**src/rtl/fpu_pkg.sv**
```systemverilog
// Shared types, constants and helpers for the single-precision FPU sign-injection path.
package fpu_pkg;

  localparam int FP_W = 32;
  localparam logic [7:0] EXP_ALL_ONES = 8'hFF;

  typedef enum logic [1:0] {
    SGNJ     = 2'b00,
    SGNJN    = 2'b01,
    SGNJX    = 2'b10,
    SGNJ_ILL = 2'b11
  } sgnj_op_t;

  // Any NaN, quiet or signalling: all-ones exponent with a non-zero mantissa.
  function automatic logic is_nan(input logic [FP_W-1:0] v);
    return (v[30:23] == EXP_ALL_ONES) && (|v[22:0]);
  endfunction

endpackage

```
**src/rtl/fpu_sgnj_stage_core.sv**
```systemverilog
// Combinational fsgnj/fsgnjn/fsgnjx datapath: picks the result sign and flags NaN inputs.
module fpu_sgnj_stage_core
  import fpu_pkg::*;
(
  input  logic [1:0]      op_i,
  input  logic [FP_W-1:0] x1_i,
  input  logic [FP_W-1:0] x2_i,
  output logic [FP_W-1:0] y_o,
  output logic            exc_o
);

  sgnj_op_t op_s;
  logic     nan_s;

  assign op_s  = sgnj_op_t'(op_i);
  assign nan_s = is_nan(x1_i) || is_nan(x2_i);

  // Sign selection; the illegal encoding passes x1 through and always flags.
  always_comb begin
    y_o   = x1_i;
    exc_o = nan_s;
    case (op_s)
      SGNJ:     y_o = {x2_i[31], x1_i[30:0]};
      SGNJN:    y_o = {~x2_i[31], x1_i[30:0]};
      SGNJX:    y_o = {x1_i[31] ^ x2_i[31], x1_i[30:0]};
      SGNJ_ILL: begin
        y_o   = x1_i;
        exc_o = 1'b1;
      end
      default: begin
        y_o   = x1_i;
        exc_o = 1'b1;
      end
    endcase
  end

endmodule

```
**src/rtl/fpu_sgnj_stage.sv**
```systemverilog
// Two-stage valid/ready pipeline around the sign-injection datapath.
// Optional FPU_SGNJ_STATS_EN adds stat_ops/stat_exc output-transfer counters.
module fpu_sgnj_stage
  import fpu_pkg::*;
#(
  parameter int unsigned TAG_W = 5
) (
  input  logic             clk,
  input  logic             rst,
  input  logic             in_valid,
  output logic             in_ready,
  input  logic [1:0]       in_op,
  input  logic [FP_W-1:0]  in_x1,
  input  logic [FP_W-1:0]  in_x2,
  input  logic [TAG_W-1:0] in_tag,
  output logic             out_valid,
  input  logic             out_ready,
  output logic [FP_W-1:0]  out_y,
  output logic             out_exception,
  output logic [TAG_W-1:0] out_tag,
  output logic             busy
`ifdef FPU_SGNJ_STATS_EN
  ,
  output logic [31:0]      stat_ops,
  output logic [31:0]      stat_exc
`endif
);

  logic             s1_valid_q, s1_valid_d;
  logic [1:0]       s1_op_q, s1_op_d;
  logic [FP_W-1:0]  s1_x1_q, s1_x1_d;
  logic [FP_W-1:0]  s1_x2_q, s1_x2_d;
  logic [TAG_W-1:0] s1_tag_q, s1_tag_d;

  logic             s2_valid_q, s2_valid_d;
  logic [FP_W-1:0]  s2_y_q, s2_y_d;
  logic             s2_exc_q, s2_exc_d;
  logic [TAG_W-1:0] s2_tag_q, s2_tag_d;

  logic             s2_load_s;
  logic             s1_advance_s;
  logic             in_fire_s;
  logic [FP_W-1:0]  core_y_s;
  logic             core_exc_s;

  fpu_sgnj_stage_core u_core (
    .op_i  (s1_op_q),
    .x1_i  (s1_x1_q),
    .x2_i  (s1_x2_q),
    .y_o   (core_y_s),
    .exc_o (core_exc_s)
  );

  assign s2_load_s    = !s2_valid_q || out_ready;
  assign s1_advance_s = s1_valid_q && s2_load_s;
  // Combinational from out_ready so a full pipe can drain and refill in one cycle.
  assign in_ready     = !s1_valid_q || s1_advance_s;
  assign in_fire_s    = in_valid && in_ready;

  // S1 next state: capture on input transfer, empty when it advances without refill.
  always_comb begin
    s1_valid_d = s1_valid_q;
    s1_op_d    = s1_op_q;
    s1_x1_d    = s1_x1_q;
    s1_x2_d    = s1_x2_q;
    s1_tag_d   = s1_tag_q;
    if (in_fire_s) begin
      s1_valid_d = 1'b1;
      s1_op_d    = in_op;
      s1_x1_d    = in_x1;
      s1_x2_d    = in_x2;
      s1_tag_d   = in_tag;
    end else if (s1_advance_s) begin
      s1_valid_d = 1'b0;
    end else begin
      s1_valid_d = s1_valid_q;
    end
  end

  // S2 next state: result data only changes when a real entry moves in, keeping out_* stable.
  always_comb begin
    s2_valid_d = s2_valid_q;
    s2_y_d     = s2_y_q;
    s2_exc_d   = s2_exc_q;
    s2_tag_d   = s2_tag_q;
    if (s2_load_s) begin
      s2_valid_d = s1_valid_q;
      if (s1_valid_q) begin
        s2_y_d   = core_y_s;
        s2_exc_d = core_exc_s;
        s2_tag_d = s1_tag_q;
      end else begin
        s2_y_d   = s2_y_q;
        s2_exc_d = s2_exc_q;
        s2_tag_d = s2_tag_q;
      end
    end else begin
      s2_valid_d = s2_valid_q;
    end
  end

  // S1 registers.
  always_ff @(posedge clk or posedge rst) begin
    if (rst) begin
      s1_valid_q <= 1'b0;
      s1_op_q    <= 2'b00;
      s1_x1_q    <= {FP_W{1'b0}};
      s1_x2_q    <= {FP_W{1'b0}};
      s1_tag_q   <= {TAG_W{1'b0}};
    end else begin
      s1_valid_q <= s1_valid_d;
      s1_op_q    <= s1_op_d;
      s1_x1_q    <= s1_x1_d;
      s1_x2_q    <= s1_x2_d;
      s1_tag_q   <= s1_tag_d;
    end
  end

  // S2 registers, which drive the outputs directly.
  always_ff @(posedge clk or posedge rst) begin
    if (rst) begin
      s2_valid_q <= 1'b0;
      s2_y_q     <= {FP_W{1'b0}};
      s2_exc_q   <= 1'b0;
      s2_tag_q   <= {TAG_W{1'b0}};
    end else begin
      s2_valid_q <= s2_valid_d;
      s2_y_q     <= s2_y_d;
      s2_exc_q   <= s2_exc_d;
      s2_tag_q   <= s2_tag_d;
    end
  end

  assign out_valid     = s2_valid_q;
  assign out_y         = s2_y_q;
  assign out_exception = s2_exc_q;
  assign out_tag       = s2_tag_q;
  assign busy          = s1_valid_q || s2_valid_q;

`ifdef FPU_SGNJ_STATS_EN
  logic [31:0] stat_ops_q, stat_ops_d;
  logic [31:0] stat_exc_q, stat_exc_d;

  // Counters advance on output transfers and wrap naturally.
  always_comb begin
    stat_ops_d = stat_ops_q;
    stat_exc_d = stat_exc_q;
    if (s2_valid_q && out_ready) begin
      stat_ops_d = stat_ops_q + 32'd1;
      stat_exc_d = s2_exc_q ? (stat_exc_q + 32'd1) : stat_exc_q;
    end else begin
      stat_ops_d = stat_ops_q;
      stat_exc_d = stat_exc_q;
    end
  end

  // Statistics registers.
  always_ff @(posedge clk or posedge rst) begin
    if (rst) begin
      stat_ops_q <= 32'd0;
      stat_exc_q <= 32'd0;
    end else begin
      stat_ops_q <= stat_ops_d;
      stat_exc_q <= stat_exc_d;
    end
  end

  assign stat_ops = stat_ops_q;
  assign stat_exc = stat_exc_q;
`endif

endmodule
```
**config.mk**
```make
export PLATFORM = sky130hd
export DESIGN_NAME = fpu_sgnj_stage
export DESIGN_NICKNAME = d
export VERILOG_FILES = /design/src/rtl/fpu_pkg.sv /design/src/rtl/fpu_sgnj_stage_core.sv /design/src/rtl/fpu_sgnj_stage.sv
export SDC_FILE = /design/constraint.sdc
export NUM_CORES = 1
export LEC_CHECK = 0
export BUFFER_PORTS_ARGS = -buffer_cell sky130_fd_sc_hd__buf_2
export CORE_ASPECT_RATIO = 0.5
export CORE_MARGIN = 3
export CORE_UTILIZATION = 45
export CTS_CLUSTER_DIAMETER = 40
export CTS_CLUSTER_SIZE = 30
export DETAILED_ROUTE_END_ITERATION = 10
export HOLD_SLACK_MARGIN = 0.06
export PLACE_DENSITY = 0.68
export RECOVER_POWER = 100
export SYNTH_ARGS = -nofsm -noshare
export SYNTH_HDL_FRONTEND = slang
export SYNTH_SLANG_ARGS = --single-unit
```
**constraint.sdc**
```tcl
create_clock -name clk -period 3.8 [get_ports clk]
set_clock_uncertainty 0.1 [all_clocks]
set_input_delay 0 -clock clk [delete_from_list [all_inputs] [get_ports clk]]
set_output_delay 0 -clock clk [all_outputs]
set_load 0.01 [all_outputs]
```
==> qor_table.md, run 1 <==
| Stage | Quantity | This run |
|:---|:---|:---|
| cts | Clock tree from TritonCTS | done |
| place | PortBufs | 115 |
| synthesis | Sequential cell area fraction in the yosys report | 0.6396 |
| grt | Total global routing track utilization | 0.1724 |
| drt | Post-detailed-route count of antenna-violating nets | 0 |
| cts | Clock Tree Root | sky130_fd_sc_hd__clkbuf_16 |
| outcome | Violations in the final reports | capacitance limit, slew limit |
| setup path | RR Startpoint | s1_valid_q$_DFFE_PP0P_ |
| timing | Portion of the clock cycle consumed by the worst path in the final layout | 0.6473 |
| final layout | Number of nets in the layout | 538 |
| floorplan | Initial Util | 0.4805 |
| grt | Pin count of the biggest net entering global routing | 75 |
| setup path | Critical path fanouts, max | 71 |
| setup path | Setup crit end kind | flip-flop |
| setup path | Depth of the worst register-to-register path | 3 |
| synthesis | Mean post-synth cell area | 15.97 µm² |
| synthesis | Synthesis warning total | 0 |
| drt | Detailed Route Iter0 Violations | 110 |
| timing | Transition time of the tightest slew-check pin | 1.666 ns |
| cts | Total CTS buffers | 9 |
| final layout | Area overhead of the layout relative to synthesis | 37.63% |
| drt | Detailed-route wire length | 9277 µm |
| power and ir drop | Power per standard cell area | 507.9 nW/µm² |
| floorplan | Height of the die | 75.47 µm |
| timing | Shortest clock period the worst path allows after layout | 2.460 ns |
| cts | CTS clk-pin slew, worst paths | 0.07 ns |
| grt | First-pass GRT wire length | 14800 µm |
| timing | Hold Fails Final Rpt | 0 |
| drt | Number of remaining DRC errors | 0 |
| power and ir drop | Static Leakage | 2.580 nW |
| timing | Timing-limited maximum frequency | 406.6 MHz |
| synthesis | Number of synthesized register bits | 111 |
| drt | Vias per inst | 4.821 |
| synthesis | Synthesized instance count | 272 |
| setup path | Path type of the worst setup path | input pin to flip-flop |
| timing | Final setup violation count | 0 |
| drt | Average routed wire per standard cell | 15.51 µm |
| setup path | Required time of the critical path | 3.91 ns |
| floorplan | Die Span X | 144.9 µm |
| outcome | Run status | finished, violations left |
| floorplan | Floorplan core area | 9039 µm² |
| timing | Number of pins exceeding their max-slew limit in the final report | 112 |
| synthesis | Summed instance area of the synthesized netlist | 4343 µm² |
| place | Gpl congestion | 0.7552 |
| final layout | Fraction of final layout cells with drive strength greater than 1 | 0.4295 |
| grt | Via count of the first global-routing pass | 3077 |
| cts | CTS sink count | 111 |
| drt | Router iterations before antenna repair | 4 |
| run | Max-cap violation count | 2 |
| min path | Class of the most critical hold timing path | input pin to async pin |
| timing | Max_slew headroom | -0.1148 |
| setup path | Critical Path AT | 2.57 ns |
| cts | Post-CTS Setup Repair Bufs | 0 |
| cts | Worst skew pair latency | 0.34 ns |
| floorplan | Total number of placement rows | 24 |
| grt | Antenna violations before repair | 0 |
| synthesis | Distinct cell type count after synthesis | 21 |
| power and ir drop | Total power | 0.003036 W |
| setup path | Reg2Reg Capture Point | s1_x2_q[20]$_DFFE_PP0P_ |
| power and ir drop | Worst ir drop on vdd | 0.2813 mV |
| grt | Total global routing overflow | 0 |
| final layout | Antenna Diode Count | 0 |
| setup path | CP startpoint kind | input pin |
| timing | RSZ-0062 raised after global routing | no |
| cts | Number of H-tree branching levels | 3 |
| setup path | FF-to-FF setup slack | 1.34 ns |
| floorplan | Top-level I/O count | 116 |
| drt | Vias post-DR | 2883 |
| timing | Setup TNS | 0 ns |
| place | HPWL after detailed placement | 6310 µm |
| floorplan | Total Die Area | 10940 µm² |
| cts | Longest Clk Path Bufs | 2 |
| synthesis | Syn Nets | 347 |
==> final cells by class <==
type / instances / area (µm²)
Sequential cell: 111 / 2778
Fill cell: 675 / 3062
Multi-Input combinational cell: 149 / 1449
Clock buffer: 11 / 242.7
Inverter: 1 / 6.256
Clock inverter: 5 / 57.56
Tap cell: 130 / 162.7
Timing Repair Buffer: 191 / 1281
==> worst max-delay path by stage <==
stage | from | endpoint | slack (ns)
after floorplan | rst | out_exception$_DFFE_PP0P_ | 0.77
after global placement | s1_valid_q$_DFFE_PP0P_ | s1_x2_q[20]$_DFFE_PP0P_ | 1.94
after detailed placement | s1_valid_q$_DFFE_PP0P_ | s1_x2_q[4]$_DFFE_PP0P_ | 1.84
after CTS | s1_valid_q$_DFFE_PP0P_ | s1_x2_q[27]$_DFFE_PP0P_ | 1.82
after global routing | out_valid$_DFFE_PP0P_ | out_exception$_DFFE_PP0P_ | 1.12
final | out_ready | s1_x2_q[20]$_DFFE_PP0P_ | 1.34
==> synth_stat cells <==
library cell | count | share of area
sky130_fd_sc_hd__nor3_1 | 3 | 0.0035
sky130_fd_sc_hd__o21ai_0 | 2 | 0.0023
sky130_fd_sc_hd__and3_1 | 1 | 0.0014
sky130_fd_sc_hd__nor2_1 | 3 | 0.0026
sky130_fd_sc_hd__buf_2 | 2 | 0.0023
sky130_fd_sc_hd__buf_4 | 1 | 0.0017
sky130_fd_sc_hd__nand3b_2 | 1 | 0.0026
sky130_fd_sc_hd__a21oi_1 | 2 | 0.0023
sky130_fd_sc_hd__nand2b_1 | 4 | 0.0058
sky130_fd_sc_hd__nand2_4 | 1 | 0.0026
sky130_fd_sc_hd__or2_2 | 1 | 0.0014
sky130_fd_sc_hd__inv_1 | 1 | 0.00086
sky130_fd_sc_hd__a221oi_1 | 1 | 0.0020
sky130_fd_sc_hd__nand4_1 | 6 | 0.0086
sky130_fd_sc_hd__buf_6 | 8 | 0.021
sky130_fd_sc_hd__nor4_1 | 10 | 0.014
sky130_fd_sc_hd__nand2_1 | 5 | 0.0043
sky130_fd_sc_hd__dfrtp_1 | 111 | 0.64
sky130_fd_sc_hd__a31oi_1 | 1 | 0.0014
sky130_fd_sc_hd__mux2_2 | 107 | 0.28
sky130_fd_sc_hd__nand2b_2 | 1 | 0.0020
==> cell families (layout without fill, tap and decap cells) <==
group / count (synthesis) / after routing / synth area share
AOI/OAI and AO/OA: 6 / 6 / 0.008068
buffers and inverters: 12 / 208 / 0.02564
DFF: 111 / 111 / 0.6396
muxes: 107 / 107 / 0.2774
and+or+nand+nor: 36 / 36 / 0.04927
==> power breakdown <==
part / total [W] / internal, W / leakage [nW] / switching, W
clock network: 0.000928 / 0.000528 / 0.138 / 0.000400
logic: 0.000573 / 0.000325 / 1.15 / 0.000249
registers: 0.00154 / 0.00140 / 1.30 / 0.000134
total: 0.00304 / 0.00225 / 2.58 / 0.000782
==> layout by cell type, fill, tap and decap left out, types with 4 or more instances in the layout <==
cell	n
sky130_fd_sc_hd__dfrtp_1	111
sky130_fd_sc_hd__mux2_2	107
sky130_fd_sc_hd__nand4_1	6
sky130_fd_sc_hd__nand2b_1	4
sky130_fd_sc_hd__dlygate4sd3_1	75
sky130_fd_sc_hd__nand2_1	5
sky130_fd_sc_hd__nor4_1	10
sky130_fd_sc_hd__clkbuf_1	43
sky130_fd_sc_hd__buf_2	73
sky130_fd_sc_hd__clkbuf_16	9
==> critical path, stage by stage <==
cell and delay, ns:
sky130_fd_sc_hd__dlygate4sd3_1 0.53, sky130_fd_sc_hd__buf_2 0.12, sky130_fd_sc_hd__nand3b_2 0.23, sky130_fd_sc_hd__nand2_2 1.20, sky130_fd_sc_hd__mux2_2 0.44
==> layer usage <==
| layer | up-vias | global-route usage | share of wire | wire length (µm) |
|---|---|---|---|---|
| li1 | 1360 | - | - | - |
| met1 | 1441 | 0.2009 | 0.42 | 3865 |
| met3 | 10 | 0.05051 | 0.045 | 417 |
| met2 | 72 | 0.3252 | 0.53 | 4898 |
| met5 | - | 0 | 0 | 0 |
| met4 | 0 | 0.04421 | 0.010 | 95 |
==> repair_timing <==
| action | 4_1_cts | 5_1_grt |
|---|---|---|
| resized for setup | 0 | 0 |
| hold buffers | 75 | 0 |
| endpoints found under the hold margin | 147 | 0 |
==> per-stage QoR <==
stage                     worst slack, ns  instance area, µm²    util  cells  hold slack [ns]
after floorplan                    0.7693                4343       -    272         0.008370
after global placement              1.944                4986  0.5516    507           0.1206
after detailed placement            1.838                4986  0.5516    507           0.1354
after CTS                           1.821                6037  0.6679    598           0.3052
after global routing                1.123                5977  0.6613    598           0.3034
final                               1.340                5977  0.6613    598           0.2920
==> flip-flops by register name, summed over array words and instances, names as in the netlist <==
name,flops
s1_x1_q,32
s1_x2_q,32
out_valid,1
out_exception,1
s1_tag_q,5
out_y,32
out_tag,5
s1_op_q,2
s1_valid_q,1
Note: power is estimated with default switching activity, not from simulation.
==> run 2, diff against run 1 <==
- ABC_AREA: unset -> 1
- PLACE_DENSITY: 0.68 -> 0.71
- clock period: 3.8 -> 2.1 ns (I/O delays scaled with it)
==> run 2 against run 1 <==
Net effect: the flow now finishes without violations; largest power group unchanged; register-to-register slack got worse by 0.81 ns; critical endpoint is now s1_x1_q[31]$_DFFE_PP0P_; combinational power rose by 120%; first-iteration DRC count rose by 22%; largest cell class unchanged.
==> qor_table.md, run 2 <==
| Stage | Quantity | This run | Change |
|:---|:---|:---|:---|
| place | HPWL after detailed placement | 5991 µm | -5.1% |
| drt | Number of remaining DRC errors | 0 | unchanged |
| floorplan | Initial Util | 0.4834 | +0.002879 |
| power and ir drop | Worst ir drop on vdd | 0.4785 mV | +70% |
| cts | Clock tree from TritonCTS | done |  |
| setup path | FF-to-FF setup slack | 0.53 ns | -0.81 ns |
| power and ir drop | Total power | 0.005620 W | +85% |
| synthesis | Distinct cell type count after synthesis | 17 | -19% |
| synthesis | Mean post-synth cell area | 11.45 µm² | -28% |
| synthesis | Portion of synthesized cell area occupied by the leading cell type | 0.6316 | -0.008006 |
| synthesis | Top cell type by total area after synthesis | sky130_fd_sc_hd__dfrtp_1 |  |
| timing | Timing-limited maximum frequency | 635.6 MHz |  |
| drt | Router iterations before antenna repair | 4 | unchanged |
| power and ir drop | Clock network fraction of design power | 0.268 | -0.038 |
| setup path | Path type of the worst setup path | flip-flop to flip-flop |  |
| synthesis | Largest cells by area after synthesis | sky130_fd_sc_hd__dfrtp_1 (63%), sky130_fd_sc_hd__mux2_2 (14%), sky130_fd_sc_hd__nor2_1 (4.7%) |  |
| cts | Number of H-tree branching levels | 3 | unchanged |
| timing | Max_slew headroom | 0.1025 | +0.2174 |
| final layout | Number of nets in the layout | 647 | +20% |
| floorplan | Total Die Area | 11070 µm² | +1.2% |
| drt | Average routed wire per standard cell | 13.56 µm | -13% |
| final layout | Commonest non-fill, non-tap cell in the layout | sky130_fd_sc_hd__dfrtp_1 |  |
| synthesis | Cell with the most instances after synthesis | sky130_fd_sc_hd__dfrtp_1 |  |
| final layout | Commonest non-fill, non-tap cells in the layout | sky130_fd_sc_hd__dfrtp_1 (111), sky130_fd_sc_hd__buf_2 (75), sky130_fd_sc_hd__dlygate4sd3_1 (74), sky130_fd_sc_hd__mux2_2 (55), sky130_fd_sc_hd__nor2_1 (55) |  |
| place | Gpl congestion | 0.7235 | -4.2% |
| cts | Clock Tree Root | sky130_fd_sc_hd__clkbuf_16 |  |
| power and ir drop | Sequential group share of total power | 0.511 | +0.005 |
| cts | Post-CTS Setup Repair Bufs | 0 | unchanged |
| setup path | Critical Path AT | 1.69 ns | -0.88 ns |
| timing | Setup TNS | 0 ns | unchanged |
| grt | Total global routing overflow | 0 | unchanged |
| final layout | Antenna Diode Count | 0 | unchanged |
| synthesis | Async SR Flop Fraction | 1.000 | unchanged |
| cts | CTS sink count | 111 | unchanged |
| synthesis | Synthesized instance count | 384 | +41% |
| timing | Transition time of the tightest slew-check pin | 1.339 ns | -0.3275 ns |
| floorplan | Floorplan core area | 9099 µm² | +0.66% |
| timing | Setup slack of the critical path after layout | 0.5266 ns | -0.8138 ns |
| final layout | Area overhead of the layout relative to synthesis | 36.87% |  |
| synthesis | Synthesis warning total | 0 | unchanged |
| grt | Pin count of the biggest net entering global routing | 56 | -25% |
| drt | Vias post-DR | 3243 | +12% |
| cts | Worst skew pair latency | 0.34 ns | about the same |
| cts | CTS clk-pin slew, worst paths | 0.07 ns | about the same |
| setup path | Setup crit end kind | flip-flop |  |
| power and ir drop | Power per standard cell area | 933.6 nW/µm² | +84% |
| place | DP Worst Slack | 0.5347 ns | -1.304 ns |
| synthesis | Number of flops mapped to enable cells by yosys | 0 | unchanged |
| synthesis | Summed instance area of the synthesized netlist | 4398 µm² | +1.3% |
| timing | Shortest clock period the worst path allows after layout | 1.573 ns |  |
| synthesis | Sequential cell area fraction in the yosys report | 0.6316 | -0.008006 |
| timing | RSZ-0062 raised after global routing | no |  |
| setup path | Required time of the critical path | 2.22 ns | -1.69 ns |
| timing | Hold Fails Final Rpt | 0 | unchanged |
| timing | Hold Worst Slack | 0.3219 ns | +0.02989 ns |
| cts | Longest Clk Path Bufs | 2 | unchanged |
| synthesis | Most common library cells after synthesis | sky130_fd_sc_hd__dfrtp_1 (111), sky130_fd_sc_hd__mux2_2 (55), sky130_fd_sc_hd__nor2_1 (55), sky130_fd_sc_hd__nand2_1 (47), sky130_fd_sc_hd__inv_1 (31) |  |
| final layout | Filler cell count in the final layout | 743 | +10% |
| synthesis | Number of synthesized register bits | 111 | unchanged |
| outcome | Run status | finished clean |  |
| floorplan | Height of the die | 75.91 µm | +0.58% |
| synthesis | Syn Nets | 459 | +32% |
| setup path | CP startpoint kind | flip-flop |  |
| place | PortBufs | 115 | unchanged |
| synthesis | Primary flip-flop cell chosen by synthesis mapping | sky130_fd_sc_hd__dfrtp_1 |  |
| cts | Post-cts resize count | 0 | unchanged |
| timing | Final setup violation count | 0 | unchanged |
| min path | Class of the most critical hold timing path | input pin to flip-flop |  |
| final layout | Fraction of final layout cells with drive strength greater than 1 | 0.2626 | -0.1669 |
| power and ir drop | Internal power component | 0.003982 W | +77% |
| timing | Portion of the clock cycle consumed by the worst path in the final layout | 0.7492 |  |
| timing | Number of pins exceeding their max-slew limit in the final report | 0 | -100% |
| power and ir drop | Combinational Power Share | 0.221 | +0.032 |
| drt | Vias per inst | 4.600 | -4.6% |
| drt | Detailed Route Iter0 Violations | 134 | +22% |
| floorplan | Total number of placement rows | 24 | unchanged |
| grt | Total global routing track utilization | 0.1810 | +0.008629 |
| drt | Detailed-route wire length | 9560 µm | +3.1% |
| run | Max-cap violation count | 0 | -2 |
| power and ir drop | Static Leakage | 2.790 nW | +8.1% |
| power and ir drop | Switching share of total power | 0.2915 | +0.03396 |
| floorplan | Die Span X | 145.8 µm | +0.61% |
| power and ir drop | Sw power | 0.001638 W | +110% |
| drt | Post-detailed-route count of antenna-violating nets | 0 | unchanged |
| grt | Antenna violations before repair | 0 | unchanged |
| grt | First-pass GRT wire length | 16320 µm | +10% |
| cts | Total CTS buffers | 9 | unchanged |
| floorplan | Top-level I/O count | 116 | unchanged |
| setup path | Critical path fanouts, max | 55 | -23% |
| grt | Via count of the first global-routing pass | 3417 | +11% |
run 2: cell types whose count changed in the layout (fill, tap and decap cells not counted), moves of 4 or more:
cell and change:
sky130_fd_sc_hd__mux2_2 -52, sky130_fd_sc_hd__nand2_1 +42, sky130_fd_sc_hd__a21oi_1 +26, sky130_fd_sc_hd__nand2b_1 -4, sky130_fd_sc_hd__nor4_1 -10, sky130_fd_sc_hd__nor2_1 +52, sky130_fd_sc_hd__inv_1 +30, sky130_fd_sc_hd__nand3_1 +6
sky130_fd_sc_hd__o21ai_0 +25, sky130_fd_sc_hd__buf_12 +4
run 2: final cells by class:
cell class	count	area [µm²]	share of cell area
Timing Repair Buffer	194	1354	0.2249
Multi-Input combinational cell	225	1354	0.2249
Tap cell	130	162.7	0.02702
Inverter	31	117.6	0.01954
Sequential cell	111	2778	0.4614
Clock inverter	4	25.02	0.004157
Clock buffer	10	229.0	0.03804
run 2: worst paths after layout:
kind / startpoint / end / depth (start not counted)
setup / recovery: out_valid$_DFFE_PP0P_ / s1_x1_q[31]$_DFFE_PP0P_ / 4
hold / removal: in_x2[16] / s1_x2_q[16]$_DFFE_PP0P_ / 3
setup reg to reg: out_valid$_DFFE_PP0P_ / s1_x1_q[31]$_DFFE_PP0P_ / 4
hold reg to reg: out_tag[1]$_DFFE_PP0P_ / out_tag[1]$_DFFE_PP0P_ / 2
max in group asynchronous: rst / s1_x1_q[10]$_DFFE_PP0P_ / 4
min in group asynchronous: rst / s1_x2_q[2]$_DFFE_PP0P_ / 3
run 2: repair_timing:
action                                  4_1_cts  5_1_grt
hold buffers                                 74        0
endpoints found under the hold margin       100        0
endpoints found under the setup margin        0        0
run 2: critical path, stage by stage (launching register included):
cell,delay [ns]
sky130_fd_sc_hd__dfrtp_1,0.39
sky130_fd_sc_hd__nand3_1,0.14
sky130_fd_sc_hd__nand2_1,0.15
sky130_fd_sc_hd__buf_12,0.29
sky130_fd_sc_hd__mux2_2,0.38
run 2: kinds of logic after synthesis:
family                 count (synthesis)  share of synthesized area
XOR/XNOR                               1                   0.001992
AND/OR/NAND/NOR                      114                     0.1047
flip-flops                           111                     0.6316
buffers and inverters                 48                    0.05832
multiplexers                          55                     0.1408
AO/OA/AOI/OAI                         55                    0.06259
run 2: metrics by stage:
| step | area [µm²] | util | std cells |
|---|---|---|---|
| floorplan | 4402 | - | 384 |
| global placement | 5090 | 0.5594 | 617 |
| detailed placement | 5090 | 0.5594 | 617 |
| CTS | 6085 | 0.6687 | 705 |
| global route | 6020 | 0.6616 | 705 |
| finish | 6020 | 0.6616 | 705 |
run 2: routing by layer:
layer  GRT usage  routed length [µm]
met1      0.2299                4157
met2      0.3122                4889
met3     0.04529                 401
met4     0.04830                 112
met5           0                   0
run 2: power groups by stage:
stage,Clock (W),Sequential [W],Combinational [W]
after floorplan,0,0.00297,0.000649
after global placement,0,0.00289,0.00118
after detailed placement,0,0.00290,0.00122
after CTS,0.00156,0.00286,0.00133
after global routing,0.00164,0.00293,0.00140
final,0.00151,0.00287,0.00124
